[src/rtl/inst_fetch_bridge.sv]
// Instruction-fetch bridge: credit-limited request/grant/response fetch into a
// registered prefetch FIFO of {pc, inst}, with redirect flush and stale-response drop.
module inst_fetch_bridge #(
  parameter int                ADDR_W   = 32,
  parameter int                INST_W   = 32,
  parameter int                DEPTH    = 4,
  parameter logic [ADDR_W-1:0] RESET_PC = ADDR_W'(32'h8000_0000)
) (
  input  logic              clk,
  input  logic              rst,
  input  logic              redirect_i,
  input  logic [ADDR_W-1:0] redirect_pc_i,
  output logic              inst_valid_o,
  output logic [INST_W-1:0] inst_o,
  output logic [ADDR_W-1:0] inst_pc_o,
  input  logic              inst_ready_i,
  output logic              mem_req_o,
  output logic [ADDR_W-1:0] mem_addr_o,
  input  logic              mem_gnt_i,
  input  logic              mem_rvalid_i,
  input  logic [INST_W-1:0] mem_rdata_i
);

  localparam int                PTR_W  = $clog2(DEPTH);
  localparam int                CNT_W  = $clog2(DEPTH + 1);
  localparam logic [ADDR_W-1:0] PC_INC = ADDR_W'(INST_W / 8);

  logic [ADDR_W-1:0] fetch_pc_q, fetch_pc_d;
  logic [ADDR_W-1:0] resp_pc_q, resp_pc_d;
  logic [CNT_W-1:0]  out_cnt_q, out_cnt_d;
  logic [CNT_W-1:0]  drop_cnt_q, drop_cnt_d;
  logic [CNT_W-1:0]  fifo_cnt_q, fifo_cnt_d;
  logic [PTR_W-1:0]  wr_ptr_q, wr_ptr_d;
  logic [PTR_W-1:0]  rd_ptr_q, rd_ptr_d;
  logic [ADDR_W-1:0] fifo_pc_q   [DEPTH];
  logic [ADDR_W-1:0] fifo_pc_d   [DEPTH];
  logic [INST_W-1:0] fifo_inst_q [DEPTH];
  logic [INST_W-1:0] fifo_inst_d [DEPTH];

  logic [CNT_W:0] credits_used;
  logic           issue;
  logic           resp;
  logic           push;
  logic           pop;

  // Credits count both in-flight and buffered fetches, so a push can never hit a full FIFO.
  always_comb begin
    credits_used = {1'b0, out_cnt_q} + {1'b0, fifo_cnt_q};
    mem_req_o    = !redirect_i && (credits_used < (CNT_W + 1)'(DEPTH));
    mem_addr_o   = fetch_pc_q;
    inst_valid_o = (fifo_cnt_q != '0) && !redirect_i;
    inst_o       = fifo_inst_q[rd_ptr_q];
    inst_pc_o    = fifo_pc_q[rd_ptr_q];
    issue        = mem_req_o && mem_gnt_i;
    resp         = mem_rvalid_i && (out_cnt_q != '0);
    push         = resp && (drop_cnt_q == '0) && !redirect_i;
    pop          = inst_valid_o && inst_ready_i;
  end

  // NOTE: every variable gets its hold value first so no path leaves it unassigned (no latches).
  always_comb begin
    fetch_pc_d  = fetch_pc_q;
    resp_pc_d   = resp_pc_q;
    out_cnt_d   = out_cnt_q;
    drop_cnt_d  = drop_cnt_q;
    fifo_cnt_d  = fifo_cnt_q;
    wr_ptr_d    = wr_ptr_q;
    rd_ptr_d    = rd_ptr_q;
    fifo_pc_d   = fifo_pc_q;
    fifo_inst_d = fifo_inst_q;

    if (redirect_i) begin
      // Everything still outstanding is stale, including nothing that returns this cycle.
      fetch_pc_d = redirect_pc_i;
      resp_pc_d  = redirect_pc_i;
      out_cnt_d  = out_cnt_q - CNT_W'(resp);
      drop_cnt_d = out_cnt_q - CNT_W'(resp);
      fifo_cnt_d = '0;
      wr_ptr_d   = '0;
      rd_ptr_d   = '0;
    end else begin
      if (issue) fetch_pc_d = fetch_pc_q + PC_INC;
      out_cnt_d = out_cnt_q + CNT_W'(issue) - CNT_W'(resp);
      if (resp && (drop_cnt_q != '0)) drop_cnt_d = drop_cnt_q - CNT_W'(1);
      if (push) begin
        fifo_pc_d[wr_ptr_q]   = resp_pc_q;
        fifo_inst_d[wr_ptr_q] = mem_rdata_i;
        wr_ptr_d              = wr_ptr_q + PTR_W'(1);
        resp_pc_d             = resp_pc_q + PC_INC;
      end
      if (pop) rd_ptr_d = rd_ptr_q + PTR_W'(1);
      fifo_cnt_d = fifo_cnt_q + CNT_W'(push) - CNT_W'(pop);
    end
  end

  // NOTE: sequential state uses non-blocking assignments so all flops update together.
  always_ff @(posedge clk or posedge rst) begin
    if (rst) begin
      fetch_pc_q <= RESET_PC;
      resp_pc_q  <= RESET_PC;
      out_cnt_q  <= '0;
      drop_cnt_q <= '0;
      fifo_cnt_q <= '0;
      wr_ptr_q   <= '0;
      rd_ptr_q   <= '0;
      // NOTE: FIFO storage is reset so inst_o/inst_pc_o read zero out of reset.
      for (int i = 0; i < DEPTH; i++) begin
        fifo_pc_q[i]   <= '0;
        fifo_inst_q[i] <= '0;
      end
    end else begin
      fetch_pc_q  <= fetch_pc_d;
      resp_pc_q   <= resp_pc_d;
      out_cnt_q   <= out_cnt_d;
      drop_cnt_q  <= drop_cnt_d;
      fifo_cnt_q  <= fifo_cnt_d;
      wr_ptr_q    <= wr_ptr_d;
      rd_ptr_q    <= rd_ptr_d;
      fifo_pc_q   <= fifo_pc_d;
      fifo_inst_q <= fifo_inst_d;
    end
  end

endmodule

[config.mk]
export PLATFORM = sky130hd
export DESIGN_NAME = inst_fetch_bridge
export DESIGN_NICKNAME = d
export VERILOG_FILES = /design/src/rtl/inst_fetch_bridge.sv
export SDC_FILE = /design/constraint.sdc
export NUM_CORES = 1
export LEC_CHECK = 0
export ABC_CLOCK_PERIOD_IN_PS = 10650
export CORE_MARGIN = 10
export CORE_UTILIZATION = 33
export DETAILED_ROUTE_END_ITERATION = 6
export GPL_TIMING_DRIVEN = 0
export HOLD_SLACK_MARGIN = 0.06
export PLACE_DENSITY = 0.49
export SYNTH_ARGS = -nofsm -noshare
export SYNTH_HDL_FRONTEND = slang
export SYNTH_SLANG_ARGS = --single-unit
[constraint.sdc]
create_clock -name clk -period 10.65 [get_ports clk]
set_input_delay 2.13 -clock clk [delete_from_list [all_inputs] [get_ports clk]]
set_output_delay 2.13 -clock clk [all_outputs]
set_load 0.02 [all_outputs]
After elaboration in Yosys (flattened, before gate mapping)
Cells that the tools add are included.
Word-level totals
  bits of input ports: 70
  word-level logic and storage cells: 74
  flip-flop bits (word level): 333
Cells by class
  magnitude comparators: 4
  bitwise logic cells: 3
  reductions and logical operators: 19
  $add $sub $neg: 11
  mux-type cells: 22
Operator list (number)
  $mux 32: 9
  $bwmux 128: 2
  $bmux 32 s2: 2
  $add 32x3->32 const B: 2
  $demux 32 s2: 1
  $mux 3: 4
  $logic_and 1x1->1: 9
  $reduce_bool 3->1: 3
  $sub 3x1->3: 3
  $mux 2: 4
  $reduce_bool 2->1: 4
  $add 3x1->3: 2
  $ge 3x3->1 const B: 2
  $not 2->3: 2
  $add 2x1->2 const B: 2
  $add 3x3->4: 1
  $lt 4x3->1 const B: 1
  $logic_not 3->1: 1
  $lt 3x1->1 const B: 1
  $sub 3x1->3 const B: 1
  $reduce_and 2->1: 1
  $logic_not 1->1: 1
  $not 1->1: 1

Longest topological paths before layout
  depth in word-level cells: 7
  gate-level depth with buffers: 12

Worst setup path before layout
No wires, ideal clock.
  path kind: input to output
  start: in redirect_i
  end: out mem_req_o
  cell stages on the path: 5
  path buffers: 3
  slack: 5263 ps
  data required time: 8520 ps
  data arrival time: 3257 ps
  cells stage by stage: clkbuf_1 -> clkinv_1 -> clkbuf_1 -> clkbuf_1 -> and3_1
Between the ends
  word-level cells in the longest chain between the ends: 2
RTL lines
  start: declaration: RTL line 11  | input logic redirect_i,
  $logic_not 1->1: RTL line 49  | mem_req_o = !redirect_i && (credits_used < (CNT_W + 1)'(DEPTH));
  $logic_and 1x1->1: RTL line 49
  end: declaration: RTL line 17  | output logic mem_req_o,
No other way between the ends.

Final worst setup path
Same ends and word-level chain as after synthesis.

==> results.tsv <==
metric	value	unit
synth.avg_cell_area	13.7	um^2
synth_compound_area_share	4.54	%
synth_top_family_by_area	multiplexers	
synthAdderAreaFrac	1.53	%
wirelength	43000	um
synth_edf_count	0	
worstPathCellList	clkbuf_1 > clkinv_1 > clkbuf_1 > clkbuf_1 > and3_1 > clkdlybuf4s50_1	
cts_tree	done	
seq_area_frac_synth	52.9	%
seqPwrFrac	36.8	%
grt_usage	15.3	%
clock_sinks	333	
critPathTopFamily	buffers and inverters	
worstMarginPinSlew	1.23	ns
start_util	33.6	%
synthDistinctLibCells	61	
clkPwrFrac	28.1	%
clkLatencyLatePin	0.57	ns
ant_nets	0	
ys.flop_type	dfrtp_1	
cpMaxStageDelayCell	clkdlybuf4s50_1	
critPathKind	in -> out	
grt_antenna_before_repair	0	
hold_end	fifo_pc_q[39]	
yosysWarnings	0	
grt_pass1_vias	11121	
hold_path.class	reg -> reg	
netlist_area	0.0157	mm^2
power	4.74	mW
cp_num_buf_inv	5	
cts_setup_buffers	0	
skew	0.0192	ns
p_sw	1.52	mW
reg2reg_from	out_cnt_q[2]	
drc	0	
maxSlewViolCount	0	
status	complete, no violations	
fin_nets	1458	
first_pass_iters	7	
clk_pin_slew	0.06	ns
ys_seq_elements	333	
cts-htree-levels	2	
max_slew_margin	17.5	%
hold_viol_final	0	
synth-xor-area-share	1.11	%
numCtsBuffers	41	
rsz0062_at_grt	false	
setup_violations	0	
antenna_cells	0	
design_area	0.0196	mm^2
cts_resized	0	
power_per_cell_area	242	mW/mm^2
hold_start	fifo_pc_q[39]	
syn2layout_area_growth	24.6	%
end_kind	output port	
dieWidth	238	um
grt_pass1_wl	67900	um
synthSimpleGateAreaFrac	8.64	%
n_fill_cell	4402	
synth_nets	1240	
routed_via_density	5.16	
cpMostUsedCell	clkbuf_1	
reg2reg_slack	7.57	ns
swShare	32.0	%
max_cap_viol_count	0	
slowest_delay	0.62	ns
die_y	238	um
synth_mux_area_share	28.3	%
drt_iter0_drc	532	
cp.arrival	4.51	ns
dieArea	0.0569	mm^2
tns	0	ns
placed_area	0.0184	mm^2
period_share	62.3	%
critical_path.startpoint_type	input pin	
combinationalPowerShare	35.1	%
gp_congestion	0.800	
root_buffer	clkbuf_16	
ioPinCount	168	
critPathMaxFanout	10	
layout_min_cycle_time	6.64	ns
p_leak	8.41	nW
whs_path_depth	1	
cp.depth	6	
max-vdd-ir-drop	0.112	mV
grt_max_degree	43	
clk_path_buf_depth	3	
io_buffers	166	
layout_commonest_cell	dfrtp_1	
power.internal	3.23	mW
overflow	0	
r2r_end	out_cnt_q[2]	
drive_gt1_share	32.0	%
final_cell_mix	dfrtp_1 (331), mux2_2 (265), clkdlybuf4s50_1 (166)	
routedWlPerCell	21.5	um
rows	79	
netlist_instances	1152	
max_freq	0.151	GHz
synth-async-reset-ratio	100	%
hold_buffers	0	
vias	10331	
reg2regPathDepth	10	
dpl.hpwl	30600	um
required	8.52	ns
core-area	0.0469	mm^2
==> worst register-to-register path: stages, from the launching register on <==
cell     delay (ns)
dfrtp_1        0.46
ha_1           0.38
nor4b_4        0.56
nand3_1        0.18
ha_1           0.31
inv_1          0.04
ha_1           0.18
fa_1           0.38
xor2_1         0.15
o21ai_0        0.20
xor2_1         0.17
==> cell usage after synthesis, drive strengths merged (2+ instances only) <==
master	count	area, um^2
nand2	33	124
clkbuf	44	169
a211oi	19	143
or4	20	156
a21o	2	15.0
o31ai	17	141
mux2i	3	30.0
xnor2	13	114
or3	8	52.6
clkinv	2	7.51
a311oi	4	35.0
nor4	18	113
xor2	7	61.3
inv	24	90.1
o21ai	20	100
and2	9	56.3
a31oi	22	138
a221o	2	20.0
a21oi	9	45.0
ha	16	200
nor2	46	173
nor4b	3	41.3
and4	16	141
mux2	265	2980
nand2b	4	25.0
nand4	18	143
dfrtp	331	8280
nand3	21	105
mux4	64	1440
nor3b	2	15.0
nor2b	6	37.5
dfstp	2	52.6
nor3	16	80.1
buf	41	199
fa	2	40.0
and3	9	57.6
or2	2	12.5
==> how the worst max path moves through the flow <==
stage,startpoint,endpoint,slack [ns]
final,redirect_i,mem_req_o,4.01
after global routing,redirect_i,mem_req_o,3.85
after CTS,redirect_i,mem_req_o,3.98
after detailed placement,redirect_i,mem_req_o,4.00
after global placement,rst,fifo_pc_q[36],1.40
after floorplan,rst,drop_cnt_q[0],4.07
==> registers in the layout, summed over array words and instances, names as in the netlist <==
signal / cells
fifo_inst_q: 128
out_cnt_q: 3
resp_pc_q: 32
drop_cnt_q: 3
wr_ptr_q: 2
fifo_pc_q: 128
mem_addr_o: 32
fifo_cnt_q: 3
rd_ptr_q: 2
==> per-stage QoR <==
stage               utilization, %  setup slack, ns  hold slack (ns)  cells
floorplan                        -             4.07            0.475   1152
global placement              38.8             1.40            0.485   1925
detailed placement            39.2             4.00            0.490   1934
CTS                           41.9             3.98            0.503   2002
global route                  41.9             3.85            0.510   2002
finish                        41.9             4.01            0.499   2002
==> power by group through the flow <==
stage	clock network [mW]	logic, mW	registers (mW)
floorplan	0	1.04	1.73
global placement	0	1.68	1.76
detailed placement	0	1.70	1.77
CTS	1.38	1.71	1.75
global route	1.43	1.79	1.79
finish	1.33	1.66	1.75
==> routing by layer <==
metal / up-vias / global-route usage [%] / part of all wire, %
met2: 216 / 24.6 / 47
met4: 0 / 4.39 / 2.1
met3: 63 / 3.23 / 4.6
met5: - / 0 / 0
met1: 5296 / 20.4 / 46
li1: 4756 / - / -
==> cell families after synthesis <==
logic type                 after synthesis
and+or+nand+nor                        234
adders and majority gates               18
AOI/OAI and AO/OA                      104
DFF                                    333
muxes                                  332
buffers and inverters                  111
xor gates and xnor gates                20
==> final cells by class <==
class	instances	area, um^2	area share (%)
flip-flops and latches	333	8340	42.5
multi-input cells	708	6950	35.4
repair buffers	175	1840	9.39
clock buffers	61	1210	6.17
well taps	607	759	3.87
plain buffers	85	368	1.87
inverters	26	101	0.517
clock inverters	7	57.6	0.293
(Power assumes the default switching activity.)
